## config.mk

```make
export PLATFORM = sky130hd
export DESIGN_NAME = aes_mix_columns_seq
export DESIGN_NICKNAME = d
export VERILOG_FILES = /design/src/rtl/aes_pkg.sv /design/src/rtl/aes_mix_column_unit.sv /design/src/rtl/aes_mix_columns_seq.sv
export SDC_FILE = /design/constraint.sdc
export NUM_CORES = 1
export LEC_CHECK = 0
export BUFFER_PORTS_ARGS = -buffer_cell sky130_fd_sc_hd__buf_2
export CORE_UTILIZATION = 50
export DETAILED_ROUTE_END_ITERATION = 6
export GPL_TIMING_DRIVEN = 0
export PLACE_DENSITY = 0.77
export SYNTH_ARGS = -nofsm -noshare
export SYNTH_HDL_FRONTEND = slang
export SYNTH_SLANG_ARGS = --single-unit
```

## constraint.sdc

```tcl
create_clock -name clk -period 3.8 [get_ports clk]
set_clock_uncertainty 0.15 [all_clocks]
set_input_delay 0.57 -clock clk [delete_from_list [all_inputs] [get_ports clk]]
set_output_delay 0.57 -clock clk [all_outputs]
set_load 0.01 [all_outputs]
```

## src/rtl/aes_pkg.sv

```systemverilog
// Shared AES definitions: field constants, byte/column/state widths,
// GF(2^8) helpers and the MixColumns engine state encoding.
package aes_pkg;

  localparam int STATE_W = 128;
  localparam int COL_W   = 32;
  localparam int BYTE_W  = 8;

  // Low byte of the AES field polynomial x^8 + x^4 + x^3 + x + 1.
  localparam logic [BYTE_W-1:0] AES_POLY = 8'h1b;

  typedef enum logic [1:0] {
    ST_IDLE = 2'd0,
    ST_BUSY = 2'd1,
    ST_DONE = 2'd2
  } mc_state_e;

  // Multiply by x in GF(2^8); the shifted-out bit folds back in as AES_POLY.
  function automatic logic [BYTE_W-1:0] xtime(input logic [BYTE_W-1:0] x);
    return {x[BYTE_W-2:0], 1'b0} ^ (x[BYTE_W-1] ? AES_POLY : 8'h00);
  endfunction

  // Multiply by (x + 1) in GF(2^8).
  function automatic logic [BYTE_W-1:0] mul3(input logic [BYTE_W-1:0] x);
    return xtime(x) ^ x;
  endfunction

endpackage

```

## src/rtl/aes_mix_column_unit.sv

```systemverilog
// Combinational forward MixColumns for one 32-bit column.
// Byte [31:24] is row 0; the output keeps the same row ordering.
module aes_mix_column_unit
  import aes_pkg::*;
(
  input  logic [COL_W-1:0] col_in,
  output logic [COL_W-1:0] col_out
);

  logic [BYTE_W-1:0] a_s;
  logic [BYTE_W-1:0] b_s;
  logic [BYTE_W-1:0] c_s;
  logic [BYTE_W-1:0] d_s;

  assign {a_s, b_s, c_s, d_s} = col_in;

  // Circulant matrix {2,3,1,1} applied to the column.
  assign col_out = {
    xtime(a_s) ^ mul3(b_s)  ^ c_s        ^ d_s,
    a_s        ^ xtime(b_s) ^ mul3(c_s)  ^ d_s,
    a_s        ^ b_s        ^ xtime(c_s) ^ mul3(d_s),
    mul3(a_s)  ^ b_s        ^ c_s        ^ xtime(d_s)
  };

endmodule

```

## src/rtl/aes_mix_columns_seq.sv

```systemverilog
// Sequential forward MixColumns: one column per cycle through a single
// shared column unit, valid/ready on both sides, bypass for the last round.
module aes_mix_columns_seq
  import aes_pkg::*;
(
  input  logic               clk,
  input  logic               rst_n,
  input  logic               in_valid,
  output logic               in_ready,
  input  logic [STATE_W-1:0] in_state,
  input  logic               last_round,
  output logic               out_valid,
  input  logic               out_ready,
  output logic [STATE_W-1:0] out_state
);

  mc_state_e          state_r;
  logic [1:0]         col_r;
  logic [STATE_W-1:0] work_r;
  logic               in_ready_r;
  logic               out_valid_r;
  logic [COL_W-1:0]   cur_col_s;
  logic [COL_W-1:0]   mixed_col_s;

  // Replace column idx of a state with a new column value.
  function automatic logic [STATE_W-1:0] put_column(
    input logic [STATE_W-1:0] st,
    input logic [1:0]         idx,
    input logic [COL_W-1:0]   c
  );
    logic [STATE_W-1:0] r;
    r = st;
    case (idx)
      2'd0:    r[127:96] = c;
      2'd1:    r[95:64]  = c;
      2'd2:    r[63:32]  = c;
      2'd3:    r[31:0]   = c;
      default: r         = st;
    endcase
    return r;
  endfunction

  // Route the column currently being processed to the shared unit.
  always_comb begin
    cur_col_s = work_r[127:96];
    case (col_r)
      2'd0:    cur_col_s = work_r[127:96];
      2'd1:    cur_col_s = work_r[95:64];
      2'd2:    cur_col_s = work_r[63:32];
      2'd3:    cur_col_s = work_r[31:0];
      default: cur_col_s = work_r[127:96];
    endcase
  end

  aes_mix_column_unit u_col (
    .col_in  (cur_col_s),
    .col_out (mixed_col_s)
  );

  // Engine FSM with working register and registered handshake outputs.
  always_ff @(posedge clk or negedge rst_n) begin
    if (!rst_n) begin
      state_r     <= ST_IDLE;
      col_r       <= 2'd0;
      work_r      <= 128'h0;
      in_ready_r  <= 1'b0;
      out_valid_r <= 1'b0;
    end else begin
      case (state_r)
        ST_IDLE: begin
          if (in_valid && in_ready_r) begin
            work_r     <= in_state;
            col_r      <= 2'd0;
            in_ready_r <= 1'b0;
            if (last_round) begin
              state_r     <= ST_DONE;
              out_valid_r <= 1'b1;
            end else begin
              state_r     <= ST_BUSY;
              out_valid_r <= 1'b0;
            end
          end else begin
            in_ready_r  <= 1'b1;
            out_valid_r <= 1'b0;
          end
        end
        ST_BUSY: begin
          work_r <= put_column(work_r, col_r, mixed_col_s);
          col_r  <= col_r + 2'd1;
          if (col_r == 2'd3) begin
            state_r     <= ST_DONE;
            out_valid_r <= 1'b1;
          end else begin
            state_r     <= ST_BUSY;
          end
        end
        ST_DONE: begin
          if (out_ready) begin
            state_r     <= ST_IDLE;
            out_valid_r <= 1'b0;
            in_ready_r  <= 1'b1;
          end else begin
            state_r     <= ST_DONE;
          end
        end
        default: begin
          state_r     <= ST_IDLE;
          col_r       <= 2'd0;
          in_ready_r  <= 1'b0;
          out_valid_r <= 1'b0;
        end
      endcase
    end
  end

  assign in_ready  = in_ready_r;
  assign out_valid = out_valid_r;
  assign out_state = work_r;

endmodule

```

==> results of run 1 <==
## synth_stat cells (all sizes together), types with 4 or more instances
cell type	n	area [um2]
a21oi	137	686
dfrtp	134	3350
xnor2	101	885
nand2	82	308
o21ai	75	390
clkbuf	67	251
nand3	66	330
nor2	64	240
xor2	50	438
mux2i	40	417
a222oi	32	320
nor3	23	115
o211ai	21	163
and3	20	125
or3	20	125
and2	13	81.3
a221o	12	120
a31oi	10	62.6
buf	9	75.1
mux2	7	78.8
ha	5	62.6
inv	5	18.8
a21o	4	30.0
xnor3	4	90.1
## state kept, by name, indices dropped and copies added, names as in the netlist
name,cells
col_r,2
in_ready,1
out_state,128
out_valid,1
state_r,2
## cell families (layout without fill, tap and decap cells)
family | after synthesis | after routing | share of synthesized area
AOI/OAI and AO/OA | 303 | 303 | 0.209
and+or+nand+nor | 297 | 297 | 0.154
muxes | 47 | 47 | 0.0551
xor gates and xnor gates | 157 | 157 | 0.162
adders and majority gates | 5 | 5 | 0.00696
buffers and inverters | 82 | 396 | 0.0388
DFF | 134 | 134 | 0.373
## worst reg2reg max path: stages (launching register included)
cell	delay, ns
dfrtp_1	0.41
inv_1	0.12
ha_1	0.39
clkbuf_4	0.39
buf_2	0.44
nand2_1	0.16
a21oi_2	0.36
nand2_1	0.39
clkbuf_1	0.47
a21oi_1	0.29
mux2i_1	0.11
nand3_1	0.09
## per-layer routing
layer  track usage  vias up
li1              -     4307
met1         0.555     4832
met2         0.625      938
met3         0.153      157
met4         0.210        0
met5             0        -
## worst max-delay path by stage
stage / endpoint / slack, ns / cells past startpoint
finish: out_state[73] / -0.04 / 11
global route: out_state[73] / -0.02 / 11
CTS: out_state[0] / -0.005 / 8
detailed placement: out_state[65] / -0.61 / 10
global placement: out_state[73] / -0.56 / 10
floorplan: out_state[109] / 0.86 / 10
## placed cells by master (no fill, tap or decap), drive strengths merged, types with 5 or more instances in the layout
cell type,instances
a21oi,137
a221o,12
a222oi,32
a31oi,10
and2,13
and3,20
buf,289
clkbuf,88
clkinv,7
dfrtp,134
ha,5
inv,6
mux2,7
mux2i,40
nand2,82
nand3,66
nor2,64
nor3,23
o211ai,21
o21ai,75
or3,20
xnor2,101
xor2,50
## timing repair
action,CTS,global route
setup endpoints to repair,95,88
cloned,0,0
gates resized for setup,12,11
hold endpoints to repair,8,0
buffers inserted,8,10
hold buffers,1,0
pin swaps,5,6
## cell type report
type	count	area, um2	area share
clock buffer	20	447	0.0393
multi-input combinational	809	5310	0.467
tap	225	282	0.0247
clock inverter	12	129	0.0113
buffer	76	342	0.0300
inverter	6	22.5	0.00198
sequential	134	3350	0.295
timing repair buffer	282	1490	0.131
## metrics by stage
stage,utilization,hold WS (ns)
3_3_place_gp,0.608,0.337
5_1_grt,0.653,0.227
6_report,0.653,0.212
4_1_cts,0.648,0.219
2_1_floorplan,-,0.124
3_5_place_dp,0.610,0.341
==> summary.txt, run 1 <==
Routing
  • DR top layer: met4
  • Met3 layer wire length in the routed design: 5930 um
  • Remaining design rule violation count: 0
  • Via-to-Cell Ratio: 6.54
  • Detail Route met2 WL: 16,600 um
  • Total routed wirelength: 39,100 um
  • Via count: 10,200
  • Remaining number of nets flagged by the antenna check after routing: 0
  • Met1 routed wirelength after detailed routing: 14,700 um
  • Violation count after the first detailed-routing iteration: 1,549
  • Detailed-route wire length per cell: 25.0 um
  • Detailed Routing Iterations Pass 1: 7

Clocking
  • Number of H-tree levels: 4
  • Number of buffers created by CTS: 17
  • Count of clock tree sinks: 134
  • Clock edge transition at the registers on the reported setup and hold paths: 0.06 ns
  • Clock root buffer: clkbuf_16
  • Clock insertion delay at the later pin of the skew report: 0.45 ns
  • Number of buffers between clock root and the deepest sink: 2
  • CTS tree: yes

Placement
  • Placed cell count: 1,513
  • Dpl ws: -0.611 ns
  • HPWL after detailed placement: 28,200 um
  • PortBufs: 262
  • Cell area after placement: 0.0106 mm2
  • Placer's final routability congestion estimate: 1.03

Hold path
  • Tightest Hold Check Type: input pin to flip-flop
  • Min-delay src: in_state[9]
  • Worst hold path stage count: 3
  • Destination of the worst hold path: out_state[9]

Run status
  • Run status: complete, but fails checks
  • Violated checks: negative setup slack

Timing
  • Max-slew headroom: 0.285
  • Max Slew Vio Count: 0
  • Slew @ Worst Pin: 1.07 ns
  • Ratio of final minimum period to clock period: 1.01
  • RSZ-0062 raised after global routing: true
  • Maximum clock frequency: 260 MHz
  • PnR worst setup slack: -0.0417 ns
  • Minimum clock period: 3.84 ns
  • Final setup fails: 2
  • Setup TNS: -0.0527 ns
  • Final count of hold timing violations: 0

Final layout
  • Count of fill cells added during filler insertion: 1,527
  • Non-Filler Cell Area, Final: 0.0114 mm2
  • Share of cells above drive strength 1: 0.259
  • Non-filler instance count after layout: 1,564
  • Synthesis-to-finish area growth: 26.5%
  • Number of antenna diodes: 0
  • Fin nets: 1,464

Critical path
  • Required time of the critical path: 4.02 ns
  • Slowest stage cell, crit path: clkbuf_1
  • Family with the most delay on the worst path: buffers and inverters
  • Worst setup path startpoint: col_r[1]
  • Top cell by count, worst path: nand2_1
  • Reg2reg setup slack: -0.04 ns
  • Crit path capture type: flip-flop
  • Delay of the slowest cell on the worst path: 0.47 ns
  • Reg-to-Reg Start: col_r[1]
  • Setup crit start kind: flip-flop
  • Arrival time of data at the critical path endpoint: 4.06 ns
  • Class of the most critical setup path: flip-flop to flip-flop
  • Cell count of the worst reg-to-reg path: 11
  • Terminus of the critical flop-to-flop path: out_state[73]
  • Crit-path cells: inv_1 > ha_1 > clkbuf_4 > buf_2 > nand2_1 > a21oi_2 > nand2_1 > clkbuf_1 > a21oi_1 > mux2i_1 > nand3_1
  • Crit path buffers/inverters: 4
  • Largest fanout of any net on the critical path: 10

Logic synthesis
  • Dominant synthesized flop cell: dfrtp_1
  • Synthesized area per cell: 8.77 um2
  • Part of the Yosys area used for sequential elements: 0.373
  • EDFF count, synth: 0
  • Number of standard cells after synthesis: 1,025
  • Count of synthesis-stage warnings from yosys: 0
  • Number of flip-flops and latches in the synthesized netlist: 134
  • Number of unique standard cell types used by synthesis: 50
  • FFs w/ async S/R, synth: 1.00
  • Syn Std Cell Area: 0.00899 mm2
  • Net count after synthesis: 1,163

Global route
  • Global-route wire length before repair: 57,300 um
  • Global Route Usage Sum: 0.427
  • Largest net degree at the start of global routing: 73
  • Total gr overflow: 0
  • Vias in the first global route: 9,536
  • Initial antenna violation count: 0

Die
  • Effective utilization at floorplan: 0.516
  • Floorplan core area: 0.0174 mm2
  • Height of the die: 136 um
  • X dimension of the die: 136 um
  • Total I/O pin count: 263
  • Die outline area: 0.0185 mm2
  • Number of placement rows: 48

Flow run
  • Reported max-cap violation count: 0
Power of run 1 is not shown: default switching activity piles up to over one toggle a cycle in this logic, so the estimate is an artifact.
==> run 2, diff against run 1 <==
--- a/config.mk
+++ b/config.mk
@@ -5,10 +5,10 @@
 export SDC_FILE = /design/constraint.sdc
 export NUM_CORES = 1
 export LEC_CHECK = 0
+export ABC_CLOCK_PERIOD_IN_PS = 3800
 export BUFFER_PORTS_ARGS = -buffer_cell sky130_fd_sc_hd__buf_2
 export CORE_UTILIZATION = 50
 export DETAILED_ROUTE_END_ITERATION = 6
-export GPL_TIMING_DRIVEN = 0
 export PLACE_DENSITY = 0.77
 export SYNTH_ARGS = -nofsm -noshare
 export SYNTH_HDL_FRONTEND = slang
==> run 2 against run 1 <==
The flow finishes with violations (design-rule violations). Non-clock buffer count down 56. Clock-buffer cell count unchanged. Global-route usage down 6.3 points. Final area down 1.4%. Cell count down 3.6%. Wire length down 16%. Critical path depth down 2. Utilization down 0.94 points. Sequential cell count unchanged. Setup slack better by 0.39 ns. Largest cell class unchanged. Highest routed layer unchanged.
==> summary.txt, run 2 (synthesized netlist as in run 1, its figures left out) <==
Placement
  • HPWL after detailed placement: 23,500 um
  • PortBufs: 262
  • Placer's final routability congestion estimate: 0.934

Global route
  • Global-route wire length before repair: 50,700 um
  • Initial antenna violation count: 0
  • Total gr overflow: 0
  • Global Route Usage Sum: 0.364
  • Largest net degree at the start of global routing: 75
  • Vias in the first global route: 8,974

Die
  • Effective utilization at floorplan: 0.516
  • Number of placement rows: 48
  • Total I/O pin count: 263
  • Die outline area: 0.0185 mm2
  • X dimension of the die: 136 um
  • Height of the die: 136 um
  • Floorplan core area: 0.0174 mm2

Timing
  • Final setup fails: 0
  • Max Slew Vio Count: 0
  • Final count of hold timing violations: 0
  • Setup TNS: 0 ns
  • Maximum clock frequency: 290 MHz
  • Slew @ Worst Pin: 0.924 ns
  • Final Hold Slack: 0.230 ns
  • RSZ-0062 raised after global routing: false
  • Minimum clock period: 3.45 ns
  • Ratio of final minimum period to clock period: 0.908
  • Max-slew headroom: 0.382

Clocking
  • Number of H-tree levels: 4
  • Number of buffers between clock root and the deepest sink: 2
  • Number of buffers created by CTS: 17
  • Clock root buffer: clkbuf_16
  • Quantity of gates resized following cts: 0
  • Clock insertion delay at the later pin of the skew report: 0.43 ns
  • Clock edge transition at the registers on the reported setup and hold paths: 0.06 ns
  • Count of clock tree sinks: 134
  • CTS tree: yes

Routing
  • Via count: 9,530
  • Detailed Routing Iterations Pass 1: 7
  • Via-to-Cell Ratio: 6.32
  • Total routed wirelength: 33,000 um
  • Remaining design rule violation count: 3
  • Detailed-route wire length per cell: 21.9 um
  • Violation count after the first detailed-routing iteration: 1,049
  • Remaining number of nets flagged by the antenna check after routing: 0

Critical path
  • Slowest stage cell, crit path: a222oi_1
  • Setup crit start kind: flip-flop
  • Required time of the critical path: 3.94 ns
  • Family with the most delay on the worst path: compound AO/OA/AOI/OAI gates
  • Arrival time of data at the critical path endpoint: 3.59 ns
  • Delay of the slowest cell on the worst path: 0.80 ns
  • Largest fanout of any net on the critical path: 22
  • Class of the most critical setup path: flip-flop to flip-flop
  • Crit path buffers/inverters: 2
  • Crit-path cells: inv_1 > ha_1 > buf_4 > a222oi_1 > xor2_1 > mux2i_1 > nor3_1 > o21ai_0 > a21oi_1
  • Crit path capture type: flip-flop

Run status
  • Violated checks: design-rule violations
  • Run status: complete, but fails checks

Final layout
  • Most frequent standard cell in the layout excluding fill and tap cells: buf_2
  • Number of antenna diodes: 0
  • Flip-flop count of the largest register, all copies and words added: 128
  • Most frequent cells in the layout: 261 x buf_2, 134 x dfrtp_1, 133 x a21oi_1
  • Fin nets: 1,408
  • Synthesis-to-finish area growth: 24.7%
  • Share of cells above drive strength 1: 0.275

Flow run
  • Reported max-cap violation count: 0

Hold path
  • Tightest Hold Check Type: input pin to flip-flop
run 2: what timing repair did:
item / CTS / global route
setup buffers: 0 / 0
hold buffers: 1 / 0
hold endpoints to repair: 49 / 0
run 2: path summary, 6_finish.rpt:
kind / slack, ns / cells past startpoint / startpoint / end
setup / recovery: 0.35 / 9 / col_r[0] / out_state[45]
hold / removal: 0.23 / 3 / in_state[81] / out_state[81]
setup reg to reg: 0.35 / 9 / col_r[0] / out_state[45]
hold reg to reg: 0.36 / 2 / out_state[9] / out_state[9]
max in group asynchronous: 2.17 / 3 / rst_n / out_state[33]
min in group asynchronous: 0.53 / 2 / rst_n / out_state[77]
run 2: layout make-up:
cell class | instances | area [um2]
fillers | 1485 | 6200
well taps | 225 | 282
flip-flops and latches | 134 | 3350
multi-input cells | 809 | 5330
repair buffers | 302 | 1630
clock buffers | 20 | 447
inverters | 6 | 22.5
clock inverters | 11 | 151
run 2: worst min-delay path, cell delays in order:
cell and delay, ns:
buf_2 0.07, nand3_1 0.05, nand3_1 0.07
run 2: per-stage QoR:
step | utilization | cell area [um2] | worst slack [ns] | cells
5_1_grt | 0.644 | 11200 | 0.0914 | 1507
6_report | 0.644 | 11200 | 0.351 | 1507
2_1_floorplan | - | 8990 | 0.865 | 1025
3_5_place_dp | 0.609 | 10600 | 0.392 | 1475
3_3_place_gp | 0.609 | 10600 | 0.397 | 1475
4_1_cts | 0.644 | 11200 | 0.388 | 1507
run 2: layer usage:
| layer | vias to the layer above | track usage | share of wire |
|---|---|---|---|
| met5 | - | 0 | 0 |
| met4 | 0 | 0.156 | 0.029 |
| met3 | 79 | 0.0682 | 0.11 |
| met2 | 687 | 0.563 | 0.46 |
| met1 | 4571 | 0.497 | 0.40 |
| li1 | 4193 | - | - |
Power of run 2 is left out for the same reason.
==> run 3, diff against run 2 <==
--- a/config.mk
+++ b/config.mk
@@ -5,10 +5,12 @@
 export SDC_FILE = /design/constraint.sdc
 export NUM_CORES = 1
 export LEC_CHECK = 0
-export ABC_CLOCK_PERIOD_IN_PS = 3800
+export ABC_CLOCK_PERIOD_IN_PS = 3200
 export BUFFER_PORTS_ARGS = -buffer_cell sky130_fd_sc_hd__buf_2
+export CAP_MARGIN = 20
 export CORE_UTILIZATION = 50
 export DETAILED_ROUTE_END_ITERATION = 6
+export GPL_TIMING_DRIVEN = 0
 export PLACE_DENSITY = 0.77
 export SYNTH_ARGS = -nofsm -noshare
 export SYNTH_HDL_FRONTEND = slang
==> constraint.sdc (replaced) <==
create_clock -name clk -period 3.2 [get_ports clk]
set_clock_uncertainty 0.15 [all_clocks]
set_input_delay 0.48 -clock clk [delete_from_list [all_inputs] [get_ports clk]]
set_output_delay 0.48 -clock clk [all_outputs]
set_load 0.01 [all_outputs]
==> run 3 against run 2 <==
Via count grew 10%. Clock-buffer cell count did not move. Sequential cell count did not move. The run ends with negative setup slack left. Sequential share of layout area fell by 1.9 points. Register-to-register slack got worse by 0.36 ns. Cell count up 6.4%.
==> summary.txt, run 3 (synthesized netlist as in run 1, its figures left out) <==
Routing
  • Detailed Routing Iterations Pass 1: 7
  • Detailed-route wire length per cell: 25.0 um
  • Via-to-Cell Ratio: 6.55
  • Total routed wirelength: 40,100 um
  • Via count: 10,500
  • Violation count after the first detailed-routing iteration: 1,673
  • Remaining number of nets flagged by the antenna check after routing: 0
  • Remaining design rule violation count: 0

Final layout
  • Most frequent standard cell in the layout excluding fill and tap cells: buf_2
  • FF+latch area: 0.00335 mm2
  • Synthesis-to-finish area growth: 33.1%
  • Number of antenna diodes: 0
  • Flip-flop count of the largest register, all copies and words added: 128
  • Count of fill cells added during filler insertion: 1,444
  • Layout Utilization: 0.687
  • Combined area of the multi-input logic cells: 0.00554 mm2
  • Non-filler instance count after layout: 1,603
  • Share of cells above drive strength 1: 0.316
  • Most frequent cells in the layout: 267 x buf_2, 134 x dfrtp_1, 130 x a21oi_1
  • Fin nets: 1,503

Placement
  • Placer's final routability congestion estimate: 1.03
  • Placed cell count: 1,513
  • HPWL after detailed placement: 28,200 um
  • Dpl ws: -1.21 ns
  • PortBufs: 262

Critical path
  • Reg2reg setup slack: -0.007 ns
  • Number of stages on the worst setup path: 11
  • Delay of the slowest cell on the worst path: 0.44 ns
  • Class of the most critical setup path: flip-flop to flip-flop
  • Cell count of the worst reg-to-reg path: 11
  • Setup crit start kind: flip-flop
  • Top cell by count, worst path: buf_6
  • Required time of the critical path: 3.36 ns
  • Crit path capture type: flip-flop
  • Crit path buffers/inverters: 4
  • Crit-path cells: inv_1 > ha_2 > buf_6 > buf_6 > a222oi_1 > buf_4 > xnor2_1 > xor2_1 > a211o_1 > a21oi_2 > o21ai_0
  • Slowest stage cell, crit path: dfrtp_1
  • Largest fanout of any net on the critical path: 10
  • Arrival time of data at the critical path endpoint: 3.36 ns
  • Family with the most delay on the worst path: compound AO/OA/AOI/OAI gates

Die
  • Effective utilization at floorplan: 0.516
  • Height of the die: 136 um
  • Number of placement rows: 48
  • Total I/O pin count: 263
  • X dimension of the die: 136 um
  • Floorplan core area: 0.0174 mm2
  • Die outline area: 0.0185 mm2

Timing
  • Final setup fails: 1
  • Minimum clock period: 3.21 ns
  • PnR worst setup slack: -0.00722 ns
  • Slew @ Worst Pin: 0.962 ns
  • Final count of hold timing violations: 0
  • Final Hold Slack: 0.123 ns
  • Max-slew headroom: 0.350
  • Ratio of final minimum period to clock period: 1.00
  • Max Slew Vio Count: 0
  • Maximum clock frequency: 312 MHz

Clocking
  • Count of clock tree sinks: 134
  • CTS tree: yes
  • Clock edge transition at the registers on the reported setup and hold paths: 0.06 ns
  • Number of H-tree levels: 4
  • Number of buffers between clock root and the deepest sink: 2
  • Number of buffers created by CTS: 17
  • Clock root buffer: clkbuf_16
  • Clock insertion delay at the later pin of the skew report: 0.45 ns

Flow run
  • Reported max-cap violation count: 0

Global route
  • Vias in the first global route: 9,718
  • Largest net degree at the start of global routing: 73
  • Global Route Usage Sum: 0.434
  • Total gr overflow: 0
  • Global-route wire length before repair: 58,200 um
  • Initial antenna violation count: 0

Hold path
  • Worst hold path stage count: 3
  • Tightest Hold Check Type: input pin to flip-flop

Run status
  • Run status: complete, but fails checks
  • Violated checks: negative setup slack
==> run 3: cell count changes in the layout (fill, tap and decap cells not counted), moves of 9 or more <==
cell      change
clkbuf_1     +39
xor2_2        +9
buf_4        +20
xor2_1       -11
clkbuf_2     +19
==> run 3: path summary, 6_finish.rpt <==
check / startpoint / endpoint
worst max register to register: col_r[1] / out_state[99]
worst min-delay path: in_state[9] / out_state[9]
worst min register to register: out_state[65] / out_state[65]
max in group asynchronous: rst_n / out_state[65]
min in group asynchronous: rst_n / out_state[77]
worst max-delay path: col_r[1] / out_state[99]
==> run 3: through the flow <==
step	cell area, um2	setup TNS, ns
after floorplan	8990	0
after global placement	10600	-132.33
after detailed placement	10600	-88.77
after CTS	11700	0
after global routing	12000	-0.140
final	12000	-0.00722
==> run 3: timing repair <==
action | in CTS | in global routing
buffers inserted | 47 | 10
hold buffers | 1 | 0
gates resized for setup | 52 | 50
endpoints found under the hold margin | 62 | 0
pin swaps | 28 | 7
setup endpoints to repair | 128 | 113
==> run 3: area by class of cell <==
cell class | instances | area share
plain buffers | 76 | 0.0327
repair buffers | 321 | 0.151
inverters | 6 | 0.00188
flip-flops and latches | 134 | 0.280
clock buffers | 20 | 0.0373
clock inverters | 12 | 0.0108
multi-input cells | 809 | 0.463
well taps | 225 | 0.0235
==> run 3: layer usage <==
| layer | up-vias | wire length, um | GRT usage |
|---|---|---|---|
| li1 | 4376 | - | - |
| met1 | 5000 | 14700 | 0.569 |
| met2 | 970 | 17300 | 0.638 |
| met3 | 154 | 6120 | 0.139 |
| met4 | 0 | 2000 | 0.226 |
| met5 | - | 0 | 0 |
==> run 3: tightest hold or removal path: cells and delay by family <==
family | cells | cell delay (ns)
and+or+nand+nor | 2 | 0.12
buffers and inverters | 1 | 0.07
Power of run 3 is left out for the same reason.
